**src/rtl/WivDefines.sv**
```systemverilog
`default_nettype none
// -----------------------------------------------------------------------------
// WivDefines : shared state encoding and default sizing for wb_rr_arbiter
// Revision 1.0
// -----------------------------------------------------------------------------
package WivDefines;

  localparam int unsigned WB_N_MASTERS_DEF       = 3;
  localparam int unsigned WB_MAX_OUTSTANDING_DEF = 4;
  localparam int unsigned WB_MAX_HOLD_DEF        = 64;

  typedef enum logic [1:0] {
    ST_IDLE    = 2'd0,
    ST_GRANTED = 2'd1,
    ST_DRAIN   = 2'd2
  } wb_arb_state_t;

  // Index width that stays legal for a single-master build.
  function automatic int unsigned idx_width(input int unsigned n);
    return (n > 1) ? $clog2(n) : 1;
  endfunction

endpackage
`default_nettype wire

```
**src/rtl/rr_pick.sv**
```systemverilog
`default_nettype none
// -----------------------------------------------------------------------------
// rr_pick : one-hot round-robin pick, first requester strictly after i_last
// Revision 1.0
// -----------------------------------------------------------------------------
module rr_pick #(
  parameter int unsigned N     = 3,
  parameter int unsigned IDX_W = 2
) (
  input  logic [N-1:0]     i_req,
  input  logic [IDX_W-1:0] i_last,
  output logic [N-1:0]     o_gnt
);

  logic [N-1:0] w_mask;
  logic [N-1:0] w_upper;

  for (genvar j = 0; j < N; j++) begin : g_mask
    assign w_mask[j] = (IDX_W'(j) > i_last);
  end

  // Lowest set bit above the last owner wins; otherwise wrap to the lowest overall.
  assign w_upper = i_req & w_mask;
  assign o_gnt   = (|w_upper) ? (w_upper & (~w_upper + N'(1)))
                              : (i_req & (~i_req + N'(1)));

endmodule
`default_nettype wire

```
**src/rtl/wb_rr_arbiter.sv**
```systemverilog
`default_nettype none
// -----------------------------------------------------------------------------
// wb_rr_arbiter : round-robin Wishbone arbiter with hold-time preemption
// Revision 1.0
// -----------------------------------------------------------------------------
module wb_rr_arbiter
  import WivDefines::*;
#(
  parameter int unsigned N_MASTERS       = WB_N_MASTERS_DEF,
  parameter int unsigned MAX_OUTSTANDING = WB_MAX_OUTSTANDING_DEF,
  parameter int unsigned MAX_HOLD        = WB_MAX_HOLD_DEF
) (
  input  logic                      i_clk,
  input  logic                      i_reset,
  input  logic [N_MASTERS-1:0]      i_m_cyc,
  input  logic [N_MASTERS-1:0]      i_m_stb,
  input  logic [N_MASTERS-1:0]      i_m_we,
  input  logic [N_MASTERS-1:0]      i_m_lock,
  input  logic [64*N_MASTERS-1:0]   i_m_adr,
  input  logic [64*N_MASTERS-1:0]   i_m_dat,
  input  logic [8*N_MASTERS-1:0]    i_m_sel,
  output logic [63:0]               o_m_dat,
  output logic [N_MASTERS-1:0]      o_m_ack,
  output logic [N_MASTERS-1:0]      o_m_stall,
  output logic [N_MASTERS-1:0]      o_m_rty,
  output logic [63:0]               o_wb_adr,
  output logic [63:0]               o_wb_dat,
  output logic [7:0]                o_wb_sel,
  output logic                      o_wb_we,
  output logic                      o_wb_stb,
  output logic                      o_wb_cyc,
  input  logic [63:0]               i_wb_dat,
  input  logic                      i_wb_ack,
  input  logic                      i_wb_stall,
  output logic [N_MASTERS-1:0]      o_grant,
  output logic                      o_spurious_ack
);

  localparam int unsigned C_IDX_W  = idx_width(N_MASTERS);
  localparam int unsigned C_OUT_W  = $clog2(MAX_OUTSTANDING + 1);
  localparam int unsigned C_HOLD_W = $clog2(MAX_HOLD + 1);
  localparam logic [C_OUT_W-1:0]  C_OUT_MAX  = C_OUT_W'(MAX_OUTSTANDING);
  localparam logic [C_HOLD_W-1:0] C_HOLD_MAX = C_HOLD_W'(MAX_HOLD);
  localparam logic [C_IDX_W-1:0]  C_LAST_RST = C_IDX_W'(N_MASTERS - 1);

  wb_arb_state_t         state_q, state_d;
  logic [N_MASTERS-1:0]  grant_q, grant_d;
  logic [C_IDX_W-1:0]    last_q, last_d;
  logic [C_OUT_W-1:0]    outst_q, outst_d;
  logic [C_HOLD_W-1:0]   hold_q, hold_d;
  logic                  spur_q, spur_d;

  logic [N_MASTERS-1:0]  w_pick;
  logic [C_IDX_W-1:0]    w_owner;
  logic [63:0]           w_own_adr;
  logic [63:0]           w_own_dat;
  logic [7:0]            w_own_sel;
  logic                  w_owner_cyc;
  logic                  w_owner_stb;
  logic                  w_owner_we;
  logic                  w_owner_lock;
  logic                  w_others_cyc;
  logic                  w_active;
  logic                  w_drain;
  logic                  w_full;
  logic                  w_outst_zero;
  logic                  w_abort;
  logic                  w_release;
  logic                  w_preempt;
  logic                  w_bus_cyc;
  logic                  w_stb;
  logic                  w_accept;
  logic                  w_owner_stall;
  logic [N_MASTERS-1:0]  w_rty;

  rr_pick #(
    .N     (N_MASTERS),
    .IDX_W (C_IDX_W)
  ) u_rr_pick (
    .i_req  (i_m_cyc),
    .i_last (last_q),
    .o_gnt  (w_pick)
  );

  always_comb begin
    w_owner   = '0;
    w_own_adr = '0;
    w_own_dat = '0;
    w_own_sel = '0;
    for (int unsigned k = 0; k < N_MASTERS; k++) begin
      if (grant_q[k]) begin
        w_owner   = C_IDX_W'(k);
        w_own_adr = i_m_adr[64*k +: 64];
        w_own_dat = i_m_dat[64*k +: 64];
        w_own_sel = i_m_sel[8*k +: 8];
      end
    end
  end

  assign w_owner_cyc  = |(i_m_cyc  & grant_q);
  assign w_owner_stb  = |(i_m_stb  & grant_q);
  assign w_owner_we   = |(i_m_we   & grant_q);
  assign w_owner_lock = |(i_m_lock & grant_q);
  assign w_others_cyc = |(i_m_cyc  & ~grant_q);

  assign w_active     = (state_q != ST_IDLE);
  assign w_drain      = (state_q == ST_DRAIN);
  assign w_full       = (outst_q == C_OUT_MAX);
  assign w_outst_zero = (outst_q == '0);
  assign w_abort      = w_active && !w_owner_cyc;
  assign w_release    = w_drain && w_owner_cyc && w_outst_zero;
  assign w_preempt    = (hold_q == C_HOLD_MAX) && w_others_cyc && !w_owner_lock;

  // The release cycle already drops the bus so the rty pulse and cyc fall coincide.
  assign w_bus_cyc     = w_active && w_owner_cyc && !w_release;
  assign w_stb         = (state_q == ST_GRANTED) && w_owner_cyc && w_owner_stb && !w_full;
  assign w_accept      = w_stb && !i_wb_stall;
  assign w_owner_stall = i_wb_stall || w_full || w_drain;

  assign o_wb_cyc = w_bus_cyc;
  assign o_wb_stb = w_stb;
  assign o_wb_we  = w_bus_cyc && w_owner_we;
  assign o_wb_adr = w_bus_cyc ? w_own_adr : '0;
  assign o_wb_dat = w_bus_cyc ? w_own_dat : '0;
  assign o_wb_sel = w_bus_cyc ? w_own_sel : '0;

  assign o_m_dat   = i_wb_dat;
  assign o_m_ack   = grant_q & {N_MASTERS{i_wb_ack}};
  assign o_m_stall = ~grant_q | (grant_q & {N_MASTERS{w_owner_stall}});
  assign o_grant   = grant_q;
  assign o_spurious_ack = spur_q;

  always_comb begin
    if (!w_active) begin
      w_rty = i_m_cyc & ~w_pick;
    end else begin
      w_rty = (i_m_cyc & ~grant_q) | (grant_q & {N_MASTERS{w_release}});
    end
  end

  assign o_m_rty = i_reset ? w_rty : '0;

  always_comb begin
    state_d = state_q;
    grant_d = grant_q;
    last_d  = last_q;
    outst_d = outst_q;
    hold_d  = hold_q;
    spur_d  = spur_q | (i_wb_ack & w_outst_zero);

    if (w_accept && !i_wb_ack) begin
      outst_d = outst_q + C_OUT_W'(1);
    end else if (i_wb_ack && !w_accept && !w_outst_zero) begin
      outst_d = outst_q - C_OUT_W'(1);
    end

    if ((state_q == ST_GRANTED) && (hold_q != C_HOLD_MAX)) begin
      hold_d = hold_q + C_HOLD_W'(1);
    end

    if (w_abort) begin
      grant_d = '0;
      last_d  = w_owner;
      outst_d = '0;
      state_d = ST_IDLE;
    end else begin
      unique case (state_q)
        ST_IDLE: begin
          if (|i_m_cyc) begin
            grant_d = w_pick;
            hold_d  = '0;
            state_d = ST_GRANTED;
          end
        end
        ST_GRANTED: begin
          if (w_preempt) state_d = ST_DRAIN;
        end
        ST_DRAIN: begin
          if (w_outst_zero) begin
            grant_d = '0;
            last_d  = w_owner;
            state_d = ST_IDLE;
          end
        end
        default: begin
          grant_d = '0;
          state_d = ST_IDLE;
        end
      endcase
    end
  end

  always_ff @(posedge i_clk or negedge i_reset) begin
    if (!i_reset) begin
      state_q <= ST_IDLE;
      grant_q <= '0;
      last_q  <= C_LAST_RST;
      outst_q <= '0;
      hold_q  <= '0;
      spur_q  <= 1'b0;
    end else begin
      state_q <= state_d;
      grant_q <= grant_d;
      last_q  <= last_d;
      outst_q <= outst_d;
      hold_q  <= hold_d;
      spur_q  <= spur_d;
    end
  end

endmodule
`default_nettype wire

```
**config.mk**
```make
export PLATFORM = sky130hd
export DESIGN_NAME = wb_rr_arbiter
export DESIGN_NICKNAME = d
export VERILOG_FILES = /design/src/rtl/WivDefines.sv /design/src/rtl/rr_pick.sv /design/src/rtl/wb_rr_arbiter.sv
export SDC_FILE = /design/constraint.sdc
export NUM_CORES = 1
export LEC_CHECK = 0
export ABC_AREA = 1
export BUFFER_PORTS_ARGS = -buffer_cell sky130_fd_sc_hd__buf_2
export CELL_PAD_IN_SITES_DETAIL_PLACEMENT = 0
export CELL_PAD_IN_SITES_GLOBAL_PLACEMENT = 1
export CORE_AREA = 2 2 276 278
export CTS_CLUSTER_DIAMETER = 40
export CTS_CLUSTER_SIZE = 25
export DETAILED_ROUTE_END_ITERATION = 10
export DIE_AREA = 0 0 278 280
export GPL_ROUTABILITY_DRIVEN = 0
export GPL_TIMING_DRIVEN = 0
export PLACE_DENSITY_LB_ADDON = 0.1
export SYNTH_ARGS = -nofsm -noshare
export SYNTH_HDL_FRONTEND = slang
export SYNTH_HIERARCHICAL = 1
export SYNTH_SLANG_ARGS = --single-unit
```
**constraint.sdc**
```tcl
create_clock -name i_clk -period 5.4 [get_ports i_clk]
set_input_delay 0.81 -clock i_clk [delete_from_list [all_inputs] [get_ports i_clk]]
set_output_delay 0.81 -clock i_clk [all_outputs]
set_load 0.01 [all_outputs]
```
# Word-level counts from Yosys, hierarchy flattened
# Cells that the tools add are included.
totals:
  register_bits: 18
  input_bits: 488
  output_inout_bits: 216
  wordCells: 121
op_classes:
  add_sub_neg: 5
  order_cmp: 3
  eq_ne: 9
  mux: 36
  bitwise: 20
  reduce_logical: 42
ops:
  columns: ["op", "n"]
  rows:
  - ["$mux 64", 8]
  - ["$and 3x3->3", 12]
  - ["$mux 8", 4]
  - ["$mux 7", 4]
  - ["$mux 3", 9]
  - ["$reduce_or 3->1", 7]
  - ["$logic_and 1x1->1", 16]
  - ["$mux 2", 8]
  - ["$not 3->3", 4]
  - ["$add 3x1->3 const B", 3]
  - ["$pmux 3 s3", 1]
  - ["$logic_not 1->1", 8]
  - ["$add 7x1->7 const B", 1]
  - ["$eq 7x7->1 const B", 1]
  - ["$ne 7x7->1 const B", 1]
  - ["$ne 3x3->1 const B", 2]
  - ["$or 3x3->3", 2]
  - ["$pmux 2 s3", 1]
  - ["$reduce_and 3->1", 2]
  - ["$reduce_bool 2->1", 3]
  - ["$gt 1x2->1 const A", 2]
  - ["$eq 3x3->1 const B", 1]
  - ["$logic_not 3->1", 1]
  - ["$ne 3x1->1 const B", 1]
  - ["other kinds (12)", 13]

# Logic depth before layout (Yosys ltp)
logic_depth:
  depth_word: 12
  ltp_mapped: 13

# By module
# Netlist, hierarchy kept.
modules_own_cells:
  columns: ["mod", "n_inst", "cells_each", "area_per_inst_um2", "seq_area_each_um2"]
  rows:
  - ["wb_rr_arbiter", 1, 863, 6439.9, 451.7]
  - ["rr_pick", 1, 15, 75.1, 0.0]

# Least setup slack after synthesis
# No wires, ideal clock.
synth_path:
  path_type: "input port to output port"
  from: "input i_m_cyc[1]"
  to: "output o_wb_dat[41]"
  t_arrival_ns: 1.627
  path_slack_ns: 2.963
  cell_stages: 6
  cell_sequence: "nand2_1 -> nand3_4 -> nand3_4 -> buf_6 -> buf_4 -> a31oi_1"
synth_between:
  elab_chain_len: 7
  word_cells_on_any_way: 8
  classes_between: "1 x mux; 1 x bitwise; 6 x reduce/logical"
synth_lines:
  columns: ["element", "line", "text"]
  rows:
  - ["from (decl)", "wb_rr_arbiter.sv:15", "input logic [N_MASTERS-1:0] i_m_cyc,"]
  - ["$and 3x3->3 (*)", "wb_rr_arbiter.sv:100", "assign w_owner_cyc = |(i_m_cyc & grant_q);"]
  - ["$reduce_or 3->1 (*)", "wb_rr_arbiter.sv:100", null]
  - ["$logic_and 1x1->1 (2 in a row)", "wb_rr_arbiter.sv:111", "assign w_release = w_drain && w_owner_cyc && w_outst_zero;"]
  - ["$logic_not 1->1", "wb_rr_arbiter.sv:115", "assign w_bus_cyc = w_active && w_owner_cyc && !w_release;"]
  - ["$logic_and 1x1->1 (*)", "wb_rr_arbiter.sv:115", null]
  - ["$mux 64 (*)", "wb_rr_arbiter.sv:124", "assign o_wb_dat = w_bus_cyc ? w_own_dat : '0;"]
  - ["to (decl)", "wb_rr_arbiter.sv:27", "output logic [63:0] o_wb_dat,"]
# Mark *: on every way between the ends. The rest lies on a longest branch, timed or not.

# Worst setup path after layout
layout_path:
  from: "register grant_q[2] (netlist: o_grant[2])"
  to: "output o_wb_dat[57]"
layout_between:
  elab_chain_len: 7
  word_cells_on_any_way: 9
  classes_between: "2 x mux; 1 x bitwise; 6 x reduce/logical"
layout_lines:
  columns: ["element", "line", "text"]
  rows:
  - ["from (decl)", "wb_rr_arbiter.sv:47", "logic [N_MASTERS-1:0] grant_q, grant_d;"]
  - ["from (signal assigned)", "wb_rr_arbiter.sv:203", "grant_q <= grant_d;"]
  - ["$and 3x3->3", "wb_rr_arbiter.sv:100", null]
  - ["$reduce_or 3->1", "wb_rr_arbiter.sv:100", null]
  - ["$logic_and 1x1->1 (2 in a row)", "wb_rr_arbiter.sv:111", null]
  - ["$logic_not 1->1", "wb_rr_arbiter.sv:115", null]
  - ["$logic_and 1x1->1", "wb_rr_arbiter.sv:115", null]
  - ["$mux 64 (*)", "wb_rr_arbiter.sv:124", null]
# Marked as above.

==> results.py <==
metrics = {
    "drt": {
        "wl_per_cell_um": 19.1,
        "viasPerCell": 3.46,
        "vias": 8655,
        "first_pass_iters": 4,
        "drc": 0,
        "postRouteWirelength_um": 47900,
        "detail_route.iter0.violations": 287,
        "antenna_left": 0,
    },
    "final_layout": {
        "final_net_count": 2013,
        "layout-drive-gt1-share": 0.600,
        "syn_to_final_growth_pct": 69.4,
        "final_common_cell": "buf_2",
        "final_cell_mix": "buf_2, nand2_1, nand3_1",
        "final_cell_area_um2": 11000,
    },
    "cts": {
        "path_clk_slew_ns": 0.06,
        "cts_buffer_depth": 2,
        "cts_buffers": 3,
        "cts.sinks": 18,
        "cts_tree": "done",
        "root_buffer": "clkbuf_16",
        "post_cts_buffers": 0,
        "ctsHtreeMaxLevel": 1,
        "cts_hold_repair.buffers": 0,
        "clk_latency_ns": 0.25,
        "cts.repair.resized": 0,
    },
    "yosys": {
        "synth_nets": 1369,
        "synth.distinct_cells": 34,
        "syn_area_per_cell_um2": 7.42,
        "synth_area_um2": 6510,
        "ys_seq_area_frac": 0.0693,
        "yosys_register_bits": 18,
        "syn_inst": 878,
        "yosysWarnings": 6,
    },
    "floorplanning": {
        "core.rowCount": 101,
        "io_pins": 704,
        "die-area_um2": 77800,
        "coreArea_um2": 75200,
        "die_y_um": 280,
        "initial_utilization": 0.0866,
        "die_x_um": 278,
    },
    "timing": {
        "min_period_ns": 3.13,
        "final.period_utilization": 0.580,
        "rsz0062_at_grt": "false",
        "clock_skew_ns": 0.00358,
        "slew_viol_final": 0,
        "worst_pin_slew_ns": 0.860,
        "fmax_mhz": 319,
        "tns_ns": 0,
        "hold_viol": 0,
        "setup_viol": 0,
        "relSlewSlack": 0.427,
    },
    "status": {
        "status": "finished, final reports clean",
    },
    "placed_design": {
        "port_buffers": 639,
        "placed_area_um2": 10900,
        "hpwl_um": 40700,
    },
    "critical_path": {
        "critical_path_arrival_ns": 2.32,
        "path_common_cell": "buf_2",
        "cp_slowest_stage_delay_ns": 0.50,
        "critPathMaxFanout": 10,
        "crit_family": "buffers and inverters",
        "cp-end-kind": "output pin",
        "path_buf_inv": 4,
        "critPathKind": "register to output pin",
        "path_cells": "buf_4 -> buf_2 -> buf_2 -> nand2_1 -> a31oi_1 -> buf_2",
        "start_kind": "register",
        "crit_path_top_delay_cell": "buf_2",
        "r2r_setup_slack_ns": 3.19,
        "cp.required_ns": 4.59,
    },
    "power_and_ir_drop": {
        "p_per_area_nw_per_um2": 317,
        "power.leakage_nw": 4.66,
        "ir_drop_mv": 0.107,
    },
    "global_route": {
        "overflow": 0,
        "grt_pass1_wl_um": 66500,
        "grt_max_degree": 22,
        "grt_pass1_vias": 9398,
        "grtUsageTotal": 0.114,
        "antenna_found_initial": 5,
    },
    "job": {
        "max-cap-violations": 0,
    },
    "hold_path": {
        "hp-class": "register to register",
    },
}
[cell usage after synthesis (all sizes together)]
master  number  area share
clkbuf       6      0.0035
clkinv       1     0.00058
a211oi       1      0.0012
nand2      334        0.20
ha           2      0.0038
fa           1      0.0031
nand3b       2      0.0023
a21oi        9      0.0069
nand4        5      0.0048
mux2         1      0.0017
a31oi      137        0.36
nor3         4      0.0038
nor2        26       0.022
o21ai        7      0.0054
buf        136        0.16
dfrtp       17       0.065
inv         33       0.019
xor2         5      0.0067
dfstp        1      0.0040
o21bai       1      0.0012
nand3      149        0.12
[layer usage]
layer | GRT usage | part of all wire
met1 | 0.130 | 0.39
met2 | 0.227 | 0.55
met3 | 0.0241 | 0.062
met4 | 0.00222 | 0.00027
met5 | 0 | 0.00056
[worst reg2reg max path, cell delays in order (launching register included)]
cell and delay [ns]:
dfrtp_1 0.40, buf_6 0.21, nand2_1 0.07, nand3_1 0.18, nand2_2 0.12, nor2_8 0.13, nand3_4 0.11, fa_1 0.39
xor2_1 0.19, nand4_1 0.12, nand2_1 0.08, nand3_1 0.06, nand2_1 0.07
[sequential cells by signal (all words and copies together), names as in the netlist]
register,flops
last_q,2
o_grant,3
outst_q,3
hold_q,7
state_q,2
o_spurious_ack,1
[path summary, 6_finish.rpt]
kind | startpoint | cells past startpoint | endpoint
max | o_grant[2]$_DFFE_PN0P_ | 6 | o_wb_dat[57]
min in group asynchronous | i_reset | 1 | hold_q[2]$_DFF_PN0_
min reg2reg | o_spurious_ack$_DFF_PN0_ | 1 | o_spurious_ack$_DFF_PN0_
max reg2reg | o_grant[1]$_DFFE_PN0P_ | 12 | outst_q[2]$_DFFE_PN0P_
max in group asynchronous | i_reset | 1 | last_q[1]$_DFFE_PN1P_
min | o_spurious_ack$_DFF_PN0_ | 1 | o_spurious_ack$_DFF_PN0_
[where the power goes]
group	internal (mW)	leakage (nW)	switching [mW]
clock	0.113	0.0442	0.0610
combinational	0.975	4.38	2.13
sequential	0.181	0.233	0.0412
[cell families (layout without fill, tap and decap cells)]
family                   Yosys count  count (layout)  share of synthesized area
buffers and inverters            176             819                      0.187
multiplexers                       1               1                    0.00173
AO/OA/AOI/OAI                    155             155                      0.377
other                              0               4                          0
adder cells (fa/ha/maj)            3               3                    0.00691
AND/OR/NAND/NOR                  520             520                      0.352
XOR/XNOR                           5               5                    0.00672
flip-flops                        18              18                     0.0693
[area by class of cell]
class,count,area (µm²)
Fill cell,8890,64200
Multi-Input combinational cell,684,4850
Timing Repair Buffer,639,3200
Tap cell,978,1220
Buffer,142,1090
Sequential cell,18,452
Inverter,34,128
Clock buffer,4,88.8
Antenna cell,4,10.0
[per-stage QoR]
| stage | setup WS (ns) | total power, mW | hold slack [ns] | util | instances |
|---|---|---|---|---|---|
| 6_report | 2.27 | 3.50 | 0.469 | 0.147 | 2503 |
| 5_1_grt | 2.02 | 3.87 | 0.522 | 0.147 | 2500 |
| 4_1_cts | 2.04 | 3.66 | 0.474 | 0.147 | 2499 |
| 3_5_place_dp | 2.33 | 3.48 | 0.458 | 0.145 | 2495 |
| 3_3_place_gp | 2.33 | 3.49 | 0.460 | 0.145 | 2495 |
| 2_1_floorplan | 2.96 | 2.27 | 0.458 | - | 878 |
Note: power is estimated with default switching activity, not from simulation.
